`src/rtl/common.sv`:
```
`default_nettype none
// +--------------------------------------------------------------------------+
// | common : pipeline-wide shared types (decoded control word)               |
// | Rev 1.0                                                                  |
// +--------------------------------------------------------------------------+
package common;

  typedef struct packed {
    logic       reg_write;
    logic       mem_to_reg;
    logic       mem_read;
    logic       mem_write;
    logic [2:0] funct3;
  } control_type;

endpackage
`default_nettype wire

```
`src/rtl/ex_mem_pkg.sv`:
```
`default_nettype none
// +--------------------------------------------------------------------------+
// | ex_mem_pkg : helpers shared by the EX/MEM buffer and its FIFO core       |
// | Rev 1.0                                                                  |
// +--------------------------------------------------------------------------+
package ex_mem_pkg;

  function automatic logic [31:0] ptr_inc(input logic [31:0] ptr, input logic [31:0] depth);
    ptr_inc = (ptr == depth - 32'd1) ? 32'd0 : ptr + 32'd1;
  endfunction

endpackage
`default_nettype wire

```
`src/rtl/ex_mem_fifo_core.sv`:
```
`default_nettype none
// +--------------------------------------------------------------------------+
// | ex_mem_fifo_core : generic circular FIFO with occupancy count and flush  |
// | Rev 1.0                                                                  |
// +--------------------------------------------------------------------------+
module ex_mem_fifo_core
  import ex_mem_pkg::*;
#(
  parameter int WIDTH = 8,
  parameter int DEPTH = 4
) (
  input  logic                         clk,
  input  logic                         rst_n,
  input  logic                         flush,
  input  logic                         push_valid,
  output logic                         push_ready,
  input  logic [WIDTH-1:0]             push_data,
  output logic                         pop_valid,
  input  logic                         pop_ready,
  output logic [WIDTH-1:0]             pop_data,
  output logic [$clog2(DEPTH+1)-1:0]   count
);

  localparam int PTR_W    = $clog2(DEPTH);
  localparam int CNT_BITS = $clog2(DEPTH + 1);

  logic [WIDTH-1:0] mem [DEPTH];
  logic [PTR_W-1:0] wr_ptr;
  logic [PTR_W-1:0] rd_ptr;
  logic             push;
  logic             pop;

  // No pass-through when full: readiness depends on the registered count only.
  assign push_ready = (count != CNT_BITS'(DEPTH));
  assign pop_valid  = (count != '0);
  assign push       = push_valid && push_ready;
  assign pop        = pop_valid && pop_ready;
  assign pop_data   = pop_valid ? mem[rd_ptr] : '0;

  always_ff @(posedge clk or negedge rst_n) begin
    if (!rst_n) begin
      wr_ptr <= '0;
      rd_ptr <= '0;
      count  <= '0;
    end else if (flush) begin
      wr_ptr <= '0;
      rd_ptr <= '0;
      count  <= '0;
    end else begin
      if (push) begin
        wr_ptr <= PTR_W'(ptr_inc(32'(wr_ptr), 32'(DEPTH)));
      end
      if (pop) begin
        rd_ptr <= PTR_W'(ptr_inc(32'(rd_ptr), 32'(DEPTH)));
      end
      if (push && !pop) begin
        count <= count + 1'b1;
      end else if (pop && !push) begin
        count <= count - 1'b1;
      end
    end
  end

  // Storage is left intact on flush; only the pointers forget it.
  always_ff @(posedge clk or negedge rst_n) begin
    if (!rst_n) begin
      for (int i = 0; i < DEPTH; i++) begin
        mem[i] <= '0;
      end
    end else if (push && !flush) begin
      mem[wr_ptr] <= push_data;
    end
  end

endmodule
`default_nettype wire

```
`src/rtl/ex_mem_stage_buffer.sv`:
```
`default_nettype none
// +--------------------------------------------------------------------------+
// | ex_mem_stage_buffer : elastic EX->MEM buffer with overflow-event counter |
// | Rev 1.0                                                                  |
// +--------------------------------------------------------------------------+
module ex_mem_stage_buffer
  import common::*;
  import ex_mem_pkg::*;
#(
  parameter int XLEN  = 32,
  parameter int DEPTH = 4,
  parameter int CNT_W = 16
) (
  input  logic                         clk,
  input  logic                         rst_n,
  input  logic                         flush,
  input  logic                         in_valid,
  output logic                         in_ready,
  input  control_type                  in_control,
  input  logic [XLEN-1:0]              in_alu_data,
  input  logic [XLEN-1:0]              in_memory_data,
  input  logic                         in_overflow_flag,
  input  logic                         in_zero_flag,
  input  logic                         in_compflg,
  input  logic [XLEN-1:0]              in_program_counter,
  output logic                         out_valid,
  input  logic                         out_ready,
  output control_type                  out_control,
  output logic [XLEN-1:0]              out_alu_data,
  output logic [XLEN-1:0]              out_memory_data,
  output logic                         out_overflow_flag,
  output logic                         out_zero_flag,
  output logic                         out_compflg,
  output logic [XLEN-1:0]              out_program_counter,
  output logic [$clog2(DEPTH+1)-1:0]   count,
  output logic [CNT_W-1:0]             ovf_events
);

  typedef struct packed {
    control_type     control;
    logic [XLEN-1:0] alu_data;
    logic [XLEN-1:0] memory_data;
    logic            overflow;
    logic            zero;
    logic            compflg;
    logic [XLEN-1:0] pc;
  } ex_result_t;

  localparam int ENTRY_W = $bits(ex_result_t);

  ex_result_t in_entry;
  ex_result_t head;
  logic       pop_counted;

  assign in_entry = '{
    control:     in_control,
    alu_data:    in_alu_data,
    memory_data: in_memory_data,
    overflow:    in_overflow_flag,
    zero:        in_zero_flag,
    compflg:     in_compflg,
    pc:          in_program_counter
  };

  ex_mem_fifo_core #(
    .WIDTH (ENTRY_W),
    .DEPTH (DEPTH)
  ) u_fifo (
    .clk        (clk),
    .rst_n      (rst_n),
    .flush      (flush),
    .push_valid (in_valid),
    .push_ready (in_ready),
    .push_data  (in_entry),
    .pop_valid  (out_valid),
    .pop_ready  (out_ready),
    .pop_data   (head),
    .count      (count)
  );

  assign out_control         = head.control;
  assign out_alu_data        = head.alu_data;
  assign out_memory_data     = head.memory_data;
  assign out_overflow_flag   = head.overflow;
  assign out_zero_flag       = head.zero;
  assign out_compflg         = head.compflg;
  assign out_program_counter = head.pc;

  // A pop coinciding with flush is discarded, so it does not count as an event.
  assign pop_counted = out_valid && out_ready && !flush;

  always_ff @(posedge clk or negedge rst_n) begin
    if (!rst_n) begin
      ovf_events <= '0;
    end else if (pop_counted && head.overflow && (ovf_events != '1)) begin
      ovf_events <= ovf_events + 1'b1;
    end
  end

endmodule
`default_nettype wire

```
`config.mk`:
```
export PLATFORM = sky130hd
export DESIGN_NAME = ex_mem_stage_buffer
export DESIGN_NICKNAME = d
export VERILOG_FILES = /design/src/rtl/common.sv /design/src/rtl/ex_mem_pkg.sv /design/src/rtl/ex_mem_fifo_core.sv /design/src/rtl/ex_mem_stage_buffer.sv
export SDC_FILE = /design/constraint.sdc
export NUM_CORES = 1
export LEC_CHECK = 0
export CORE_UTILIZATION = 45
export CTS_CLUSTER_SIZE = 40
export DETAILED_ROUTE_END_ITERATION = 12
export GPL_ROUTABILITY_DRIVEN = 0
export GPL_TIMING_DRIVEN = 0
export PLACE_DENSITY = 0.76
export SYNTH_ARGS = -nofsm -noshare
export SYNTH_HDL_FRONTEND = slang
export SYNTH_SLANG_ARGS = --single-unit
```
`constraint.sdc`:
```
create_clock -name clk -period 2.85 [get_ports clk]
set_input_delay 0.4275 -clock clk [delete_from_list [all_inputs] [get_ports clk]]
set_output_delay 0.4275 -clock clk [all_outputs]
set_load 0.01 [all_outputs]
```
==> impl_results.md, run 1 <==
* Starting Density at 45.7%
* Synth Area per Inst at 15.9 µm²
* DR vias/cell at 5.42
* Via Count at 12,056
* Initial DRC count at 578
* Worst stage delay on the critical path at 0.53 ns
* Die Y at 214 µm
* Cell mode on critical path: buf_12
* Final instance area at 25,700 µm²
* Setup Skew at 0.0157 ns
* Area Growth Syn to Fin at 26.8%
* Crit start category: register
* Crit-path max FO at 6
* Layout cells sized above 1 at 50.0%
* Die ar. at 45,900 µm²
* CP endpoint kind: output pin
* Die X at 214 µm
* Max Cap Viol at 0
* CP Class: reg2out
* First-pass iteration count of the detailed router at 5
* Synth Area in Adders at 0.469%
* Final Hold Violating Endpoints at 0
* Placed inst area at 23,500 µm²
* Antenna violations before repair at 5
* XOR/XNOR Fraction of Synth Area at 0.432%
* Area of the multi-input gates at 8660 µm²
* Top post-synthesis cells by area: dfrtp_1, mux2_2, mux4_2
* Worst Tran Pin Value at 0.675 ns
* Filler cells at 3,505
* Bufs and invs on worst path at 5
* Final setup fails at 0
* DRT Wirelength at 46.5 mm
* Cell taking the most area after synthesis: dfrtp_1
* Register area share after synthesis at 55.2%
* R2R Setup Slk at 0.42 ns
* ANT nets after route at 0
* Fraction of synthesized area in multiplexers at 35.8%
* Worst rel slew slack at 55.0%
* RSZ-0062 raised after global routing: yes
* Overall power at 0.0280 W
* Outcome: finished clean
* Final #Nets at 1,718
* Compound-Gate Fraction of Synth Area at 0.550%
* Area of the core at 44,300 µm²
* Crit path max-delay family: buffers and inverters
* Required time of the worst setup path at 2.42 ns
* Largest net degree at the start of global routing at 123
* Vias in the first global route at 13,204
* Place WS at -0.980 ns
* R2R Path End: ovf_events[14]
* # rows at 77
* Slowest CP cell: mux4_2
* Hold crit path type: in2async
* CTS sink cnt at 447
* Tmin final at 2.82 ns
* CTS tree: done
* Largest family of logic cells by synthesized area: multiplexers
* Pwr dens at 1090 nW/µm²
* Cell total after placement at 2,108
* Synth warn at 0
* Worst skew pair latency at 0.57 ns
* Post-synthesis net count at 1,393
* Root Buffer: clkbuf_16
* CP Data Arrival Time at 2.39 ns
* Share of the synthesized area in the top cell type at 55.2%
* IO buf count at 237
* Syn Std Cell Area at 20,300 µm²
* GRT overflow at 0
* Post-Synth Simple-Gate Area at 5.05%
* Final period util at 98.9%
* Worst vdd ir at 0.820 mV
* Worst-path clk slew at 0.06 ns
* FF/Latch Area at 11,200 µm²
* Synth unique cells at 39
* Routed length per placed instance at 20.9 µm
* Synthesized flop and latch total at 447
* Critical path depth at 7
* Overall routing resource usage at 20.8%
* Final Util at 58.0%
* Crit path cell chain: buf_12, buf_16, buf_12, buf_12, mux4_2, and2_4, buf_6
* Final std cells w/o fill at 2,225
* FF-to-FF Start: u_fifo.rd_ptr[0]
* TritonCTS buffer count at 47
* Max Slew Vio Count at 0
* Syn Inst Count at 1,275
* First-pass GRT wire length at 74.8 mm
* Clk buf depth at 3
* Standby leakage power at 11.5 nW
* Max frequency at 0.355 GHz
* # IOs at 238
* Path depth of the worst reg2reg path at 8
* DRC viols at 0
* Final worst setup slack at 0.0317 ns
* Post-DP HPWL at 30.8 mm
* H-tree levels at 2
power breakdown:
group | switching, W | internal [W] | total [W]
Combinational | 0.00437 | 0.00705 | 0.0114
Sequential | 0.00138 | 0.00916 | 0.0105
Clock | 0.00244 | 0.00357 | 0.00601
worst max-delay path by stage:
stage / from / to / slack (ns)
CTS: u_fifo.rd_ptr[0] / out_memory_data[28] / -0.03
floorplan: u_fifo.rd_ptr[0] / out_program_counter[10] / 0.75
global placement: rst_n / u_fifo.mem[125] / -17.68
finish: u_fifo.rd_ptr[0] / out_program_counter[22] / 0.03
global route: u_fifo.rd_ptr[0] / out_program_counter[22] / -0.04
detailed placement: u_fifo.count[0] / out_program_counter[10] / -0.98
synthesized netlist by cell type, drive strengths merged:
library cell  instances
a211oi                2
a21oi                 9
and2                107
and3                  2
and3b                 2
and4                  1
and4b                 1
buf                  58
clkbuf               23
dfrtp               447
fa                    1
ha                    6
inv                   8
mux2                431
mux2i                 2
mux4                106
nand2                15
nand2b                1
nand3                 6
nand3b                1
nand4                 4
nor2                  7
nor2b                 1
nor3                 11
nor3b                 1
nor4                  3
o21a                  2
o21ai                 1
o31a                  1
o31ai                 3
or3                   2
xnor2                 2
xor2                  8
area by class of cell:
class	count	area share [%]
Multi-Input combinational cell	739	33.7
Tap cell	592	2.88
Clock buffer	70	5.47
Sequential cell	447	43.5
Inverter	8	0.117
Antenna cell	1	0.00974
Timing Repair Buffer	278	10.9
Clock inverter	11	0.419
Buffer	79	2.93
cell families (layout without fill, tap and decap cells):
| logic type | count (synthesis) | in the layout |
|---|---|---|
| AO/OA/AOI/OAI | 18 | 18 |
| XOR/XNOR | 10 | 10 |
| adder cells (fa/ha/maj) | 7 | 7 |
| buffers and inverters | 89 | 446 |
| flip-flops | 447 | 447 |
| multiplexers | 539 | 539 |
| other | 0 | 1 |
| AND/OR/NAND/NOR | 165 | 165 |
per-stage QoR:
| stage | hold slack, ns | setup TNS [ns] |
|---|---|---|
| 6_report | 0.384 | 0 |
| 5_1_grt | 0.409 | -0.273 |
| 4_1_cts | 0.370 | -0.115 |
| 3_5_place_dp | 0.389 | -40.76 |
| 3_3_place_gp | 0.481 | -7913.49 |
| 2_1_floorplan | 0.132 | 0 |
layer usage:
layer / global-route usage, % / part of all wire [%]
met1: 27.7 / 44
met2: 34.3 / 49
met3: 4.09 / 4.4
met4: 7.00 / 2.7
met5: 0 / 0.058
worst register-to-register path: cells and delay by family (launching register included):
family | cells | cell delay, ns
simple gates | 2 | 0.55
flops | 1 | 0.45
buf+inv | 4 | 0.61
mux | 2 | 0.72
registers in the layout, summed over array words and instances (netlist names):
| name | cells |
|---|---|
| ovf_events | 16 |
| u_fifo.count | 3 |
| u_fifo.mem | 424 |
| u_fifo.rd_ptr | 2 |
| u_fifo.wr_ptr | 2 |
cells in the final DEF (no fill, tap or decap), types with 4 or more instances in the layout:
cell	synthesis	layout
and2_1	107	75
inv_1	8	8
buf_4	7	26
clkbuf_1	23	16
a21oi_1	9	9
xor2_1	8	8
clkbuf_8	0	14
mux4_2	106	106
buf_16	0	8
buf_2	39	50
and2_4	0	32
dlygate4sd2_1	0	46
nor3_1	8	8
clkbuf_16	0	53
clkdlybuf4s50_1	0	129
ha_1	6	6
nand2_2	4	4
clkbuf_2	0	11
nor2_1	7	7
buf_12	0	17
nand3_1	6	6
dfrtp_1	447	444
nand2_1	11	11
buf_6	12	29
clkbuf_4	0	5
clkdlybuf4s15_1	0	12
mux2_2	431	431
buf_8	0	6
clkinv_2	0	8
what timing repair did:
item | CTS | global route
hold endpoints to repair | 50 | 0
resized for setup | 375 | 37
buffers inserted | 28 | 3
cloned | 5 | 2
endpoints found under the setup margin | 107 | 55
pin swaps | 7 | 6
hold buffers | 1 | 0
Note: power is estimated with default switching activity, not from simulation.
==> inputs of run 2 (changes only) <==
--- a/config.mk
+++ b/config.mk
@@ -5,12 +5,14 @@
 export SDC_FILE = /design/constraint.sdc
 export NUM_CORES = 1
 export LEC_CHECK = 0
-export CORE_UTILIZATION = 45
+export CELL_PAD_IN_SITES_DETAIL_PLACEMENT = 1
+export CELL_PAD_IN_SITES_GLOBAL_PLACEMENT = 2
+export CORE_UTILIZATION = 44
 export CTS_CLUSTER_SIZE = 40
 export DETAILED_ROUTE_END_ITERATION = 12
 export GPL_ROUTABILITY_DRIVEN = 0
 export GPL_TIMING_DRIVEN = 0
-export PLACE_DENSITY = 0.76
+export PLACE_DENSITY = 0.95
 export SYNTH_ARGS = -nofsm -noshare
 export SYNTH_HDL_FRONTEND = slang
 export SYNTH_SLANG_ARGS = --single-unit
==> constraint.sdc (replaced) <==
create_clock -name clk -period 3.43 [get_ports clk]
set_input_delay 0.5145 -clock clk [delete_from_list [all_inputs] [get_ports clk]]
set_output_delay 0.5145 -clock clk [all_outputs]
set_load 0.01 [all_outputs]
==> run 2 against run 1 <==
Effect of this change: worst setup slack improved by 0.072 ns; clock skew barely moved; non-clock buffer count fell by 36; critical path type unchanged; final cell count fell by 0.67%; largest power group unchanged; core utilization fell by 2.1 points; sequential share of layout area rose by 0.54 points; flip-flop and latch count did not move; die area rose by 2.2%; combinational power fell by 19%; clock-buffer cell count did not move; highest routed layer unchanged.
==> impl_results.md, run 2 (synthesized netlist as in run 1, its figures left out) <==
* Outcome: finished clean
* Worst Tran Pin Value at 0.928 ns
* Hold slack at 0.0348 ns
* TritonCTS buffer count at 50
* Area of the core at 45,400 µm²
* Worst rel slew slack at 38.1%
* Commonest non-fill, non-tap cell in the layout: dfrtp_1
* Root Buffer: clkbuf_16
* Die Y at 217 µm
* Die X at 217 µm
* Antenna violations before repair at 4
* First-pass GRT wire length at 82.1 mm
* Place WS at -0.561 ns
* Routed length per placed instance at 23.4 µm
* Worst skew pair latency at 0.58 ns
* CP endpoint kind: output pin
* IO buf count at 237
* Setup TNS at 0 ns
* CP Class: reg2out
* First-pass iteration count of the detailed router at 4
* GRT overflow at 0
* Setup Skew at 0.0161 ns
* Max Cap Viol at 0
* Final period util at 97.0%
* Top Registers: u_fifo.mem: 424 flops, ovf_events: 16 flops, u_fifo.count: 3 flops
* Required time of the worst setup path at 2.92 ns
* Clock group share of total power at 24.1%
* Standby leakage power at 11.1 nW
* Overall routing resource usage at 22.8%
* CP Launch Point: u_fifo.rd_ptr[1]
* Largest net degree at the start of global routing at 129
* FF-to-FF Start: u_fifo.count[0]
* Final setup fails at 0
* Filler cells at 4,264
* Flop pwr share at 37.1%
* Internal at 0.0169 W
* CTS tree: done
* Worst-path clk slew at 0.06 ns
* Vias in the first global route at 13,831
* Hold crit path type: in2async
* Final Util at 55.9%
* Crit start category: register
* # rows at 78
* Net Sw Frac at 29.7%
* CP Data Arrival Time at 2.81 ns
* Final worst setup slack at 0.103 ns
* DR vias/cell at 5.46
* CTS sink cnt at 447
* Starting Density at 44.6%
* ANT nets after route at 0
* Crit-path max FO at 10
* Layout cells sized above 1 at 44.2%
* Max FFs per register at 424
* Area Growth Syn to Fin at 25.2%
* Most frequent cells in the layout: dfrtp_1, mux2_2, clkdlybuf4s50_1
* Via Count at 12,075
* Largest register by flop count: u_fifo.mem
* # IOs at 238
* Final #Nets at 1,685
* Post-DP HPWL at 34.2 mm
* Final Hold Violating Endpoints at 0
* Power share of the combinational group at 38.8%
* DRC viols at 0
* Clk buf depth at 3
* Max Slew Vio Count at 0
* Tmin final at 3.33 ns
* Pwr dens at 945 nW/µm²
* Max frequency at 0.301 GHz
* Worst vdd ir at 0.539 mV
* NetSw at 0.00711 W
* Die ar. at 46,900 µm²
* RSZ-0062 raised after global routing: yes
* H-tree levels at 2
* Initial DRC count at 613
* Overall power at 0.0240 W
* DRT Wirelength at 51.8 mm
-- run 2: cell types whose count changed in the layout (fill, tap and decap cells not counted), moves of 12 or more --
| cell | delta |
|---|---|
| clkdlybuf4s15_1 | -12 |
| buf_6 | -15 |
| buf_12 | -16 |
| buf_4 | -19 |
| and2_4 | -32 |
| and2_1 | +32 |
| dlygate4sd2_1 | -46 |
| buf_2 | -18 |
| clkdlybuf4s50_1 | +104 |
-- run 2: critical path: stages (launching register included) --
cell             delay [ns]
dfrtp_1                0.35
buf_4                  0.24
clkbuf_1               0.56
mux4_2                 0.42
and2_1                 0.18
clkdlybuf4s50_1        0.49
-- run 2: path summary, 6_finish.rpt --
path,slack [ns],cells after the start,end
hold reg to reg,0.50,1,u_fifo.mem[114]
max in group asynchronous,1.89,3,u_fifo.count[0]
min in group clk,0.50,1,u_fifo.mem[114]
hold / removal,0.03,1,u_fifo.mem[83]
setup / recovery,0.10,5,out_memory_data[6]
setup reg to reg,1.12,6,u_fifo.mem[56]
-- run 2: layout make-up --
class                   instances  area [µm²]  area share (%)
multi-input cells             739        8580            33.8
well taps                     600         751            2.96
inverters                       8        30.0           0.118
diodes                          2        5.00          0.0197
repair buffers                241        2490            9.80
clock inverters                23         328            1.29
plain buffers                  80         539            2.13
clock buffers                  70        1470            5.78
flip-flops and latches        447       11200            44.1
-- run 2: routing by layer --
layer,global-route usage (%),part of all wire (%),up-vias
met5,0,0.044,-
met4,7.04,2.0,4
met3,4.72,4.7,78
met2,38.4,51,228
met1,29.6,42,6489
li1,-,-,5276
-- run 2: repair_timing --
action                     CTS  global route
pin swaps                    1             0
hold buffers                 0             0
setup endpoints to repair  107            27
resized for setup           26            15
setup buffers                1             0
-- run 2: power by group through the flow --
stage               sequential, W  combinational, W  clock (W)
floorplan                 0.00842           0.00567          0
global placement          0.00869           0.00895          0
detailed placement        0.00890           0.00926          0
CTS                       0.00887           0.00946    0.00590
global route              0.00915           0.00997    0.00609
finish                    0.00889           0.00929    0.00579
-- run 2: through the flow --
stage / std cells / instance area [µm²]
finish: 2210 / 25400
detailed placement: 2115 / 23500
CTS: 2208 / 25300
global placement: 2112 / 23400
floorplan: 1275 / 20300
global route: 2210 / 25400
==> inputs of run 3 (changes only) <==
--- a/config.mk
+++ b/config.mk
@@ -8,9 +8,9 @@
 export CELL_PAD_IN_SITES_DETAIL_PLACEMENT = 1
 export CELL_PAD_IN_SITES_GLOBAL_PLACEMENT = 2
 export CORE_UTILIZATION = 44
+export CTS_BUF_LIST = sky130_fd_sc_hd__clkbuf_16
 export CTS_CLUSTER_SIZE = 40
 export DETAILED_ROUTE_END_ITERATION = 12
-export GPL_ROUTABILITY_DRIVEN = 0
 export GPL_TIMING_DRIVEN = 0
 export PLACE_DENSITY = 0.95
 export SYNTH_ARGS = -nofsm -noshare
==> run 3 against run 2 <==
Effect of this change: clock power shrank 5.5%; fmax is essentially flat; via count grew 0.27%; sequential share of layout area grew 0.19 points; worst setup slack gained 0.0032 ns; clock skew is essentially flat; final area shrank 0.44%; global-route usage shrank 0.20 points; critical endpoint is now out_memory_data[1]; first-iteration DRC count grew 9.8%; wire length shrank 0.60%.
==> impl_results.md, run 3 (synthesized netlist as in run 1, its figures left out) <==
* Outcome: finished clean
* Worst vdd ir at 0.537 mV
* R2R Setup Slk at 1.13 ns
* CP Class: reg2out
* Overall power at 0.0236 W
* CP Launch Point: u_fifo.rd_ptr[1]
* Max FFs per register at 424
* Routed length per placed instance at 23.3 µm
* Tmin final at 3.32 ns
* Crit-path max FO at 10
* CTS sink cnt at 447
* CP endpoint: out_memory_data[1]
* CP endpoint kind: output pin
* Pwr dens at 936 nW/µm²
* Overall routing resource usage at 22.6%
* Largest net degree at the start of global routing at 129
* Layout cells sized above 1 at 43.3%
* H-tree levels at 2
* Routability Congestion at 0.720
* Worst skew pair latency at 0.59 ns
* R2R Path End: u_fifo.mem[19]
* Die Y at 217 µm
* Critical path depth at 5
* # rows at 78
* ANT nets after route at 0
* Final #Nets at 1,685
* Setup Skew at 0.0159 ns
* DR vias/cell at 5.48
* Antenna violations before repair at 5
* Largest register by flop count: u_fifo.mem
* IO buf count at 237
* RSZ-0062 raised after global routing: no
* Crit path cell chain: buf_4, clkbuf_1, mux4_2, and2_1, clkdlybuf4s50_1
* Most frequent cells in the layout: dfrtp_1, mux2_2, clkdlybuf4s50_1
* TritonCTS buffer count at 50
* Max Cap Viol at 0
* Initial DRC count at 673
* Worst stage delay on the critical path at 0.55 ns
* Commonest non-fill, non-tap cell in the layout: dfrtp_1
* Required time of the worst setup path at 2.92 ns
* Vias in the first global route at 13,807
* Final Hold Violating Endpoints at 0
* Die X at 217 µm
* Path depth of the worst reg2reg path at 6
* DRT Wirelength at 51.5 mm
* Filler cells at 4,275
* First-pass GRT wire length at 81.6 mm
* Bufs and invs on worst path at 3
* First-pass iteration count of the detailed router at 4
* Standby leakage power at 11.0 nW
* DRC viols at 0
* Worst Tran Pin Value at 0.916 ns
* Area Growth Syn to Fin at 24.7%
* Root Buffer: clkbuf_16
* Max Slew Vio Count at 0
* Final setup fails at 0
* Die ar. at 46,900 µm²
* Area of the core at 45,400 µm²
* FF-to-FF Start: u_fifo.count[0]
* Top Registers: u_fifo.mem: 424 flops, ovf_events: 16 flops, u_fifo.count: 3 flops
* GRT overflow at 0
* Slowest CP cell: clkbuf_1
* Max frequency at 0.301 GHz
* Crit start category: register
* Crit path max-delay family: buffers and inverters
* CTS tree: done
* Starting Density at 44.6%
* Hold crit path type: in2async
* CP Data Arrival Time at 2.81 ns
* Hold slack at 0.0228 ns
* Worst rel slew slack at 39.0%
* Via Count at 12,108
* Post-DP HPWL at 34.2 mm
* # IOs at 238
* Clk buf depth at 3
* Worst-path clk slew at 0.06 ns
* Final period util at 96.9%
## run 3: cell count changes in the layout (fill, tap and decap cells not counted), moves of 2 or more
cell             before  now
clkinv_1              0   12
dlymetal6s2s_1        3    1
clkbuf_8             12    0
clkbuf_1             16   10
buf_2                32   29
clkbuf_4              6    9
clkdlybuf4s50_1     233  235
inv_1                 8   15
## run 3: power breakdown
| group | leakage (nW) | internal (W) | switching [W] |
|---|---|---|---|
| Combinational | 4.53 | 0.00567 | 0.00362 |
| Clock | 0.855 | 0.00330 | 0.00218 |
| Sequential | 5.63 | 0.00762 | 0.00127 |
| Total | 11.0 | 0.0166 | 0.00707 |
## run 3: repair_timing
action                     in CTS  in global routing
hold endpoints to repair        0                  0
buffers inserted                1                  0
setup endpoints to repair     107                 21
cloned                          0                  0
pin swaps                       1                  0
hold buffers                    0                  0
resized for setup              28                 10
## run 3: per-layer routing
layer	up-vias	part of all wire [%]	wire length, µm	track usage (%)
met4	4	2.0	1040	7.25
met3	70	4.8	2500	4.72
met2	243	51	26300	38.0
met5	-	0.062	32	0
li1	5287	-	-	-
met1	6504	42	21600	29.2
## run 3: per-stage QoR
step | setup slack [ns] | utilization (%) | setup TNS (ns) | std cells | area [µm²]
after floorplan | 1.24 | - | 0 | 1275 | 20300
after global placement | -17.27 | 51.5 | -7713.26 | 2112 | 23400
after detailed placement | -0.561 | 51.7 | -15.86 | 2115 | 23500
after CTS | 0.00303 | 55.6 | 0 | 2208 | 25200
after global routing | 0.00146 | 55.7 | 0 | 2211 | 25300
final | 0.106 | 55.7 | 0 | 2211 | 25300
## run 3: area by class of cell
class,count,area [µm²],area share (%)
clock buffers,51,1280,5.05
flip-flops and latches,447,11200,44.3
clock inverters,42,399,1.58
diodes,3,7.51,0.0297
well taps,600,751,2.97
plain buffers,80,551,2.18
inverters,8,30.0,0.119
repair buffers,241,2480,9.83
multi-input cells,739,8580,34.0
## run 3: how the worst min path moves through the flow
stage               depth (start not counted)              end
floorplan                                   0    ovf_events[0]
global placement                            1  u_fifo.mem[171]
detailed placement                          1  u_fifo.mem[179]
CTS                                         1  u_fifo.mem[399]
global route                                1  u_fifo.mem[301]
finish                                      1   u_fifo.mem[83]
## run 3: worst register-to-register path: stages (launching register included)
cell	delay, ns
dfrtp_1	0.49
nor3b_4	0.32
nor3_4	0.10
nand2_2	0.26
buf_2	0.41
buf_6	0.24
mux2_2	0.37
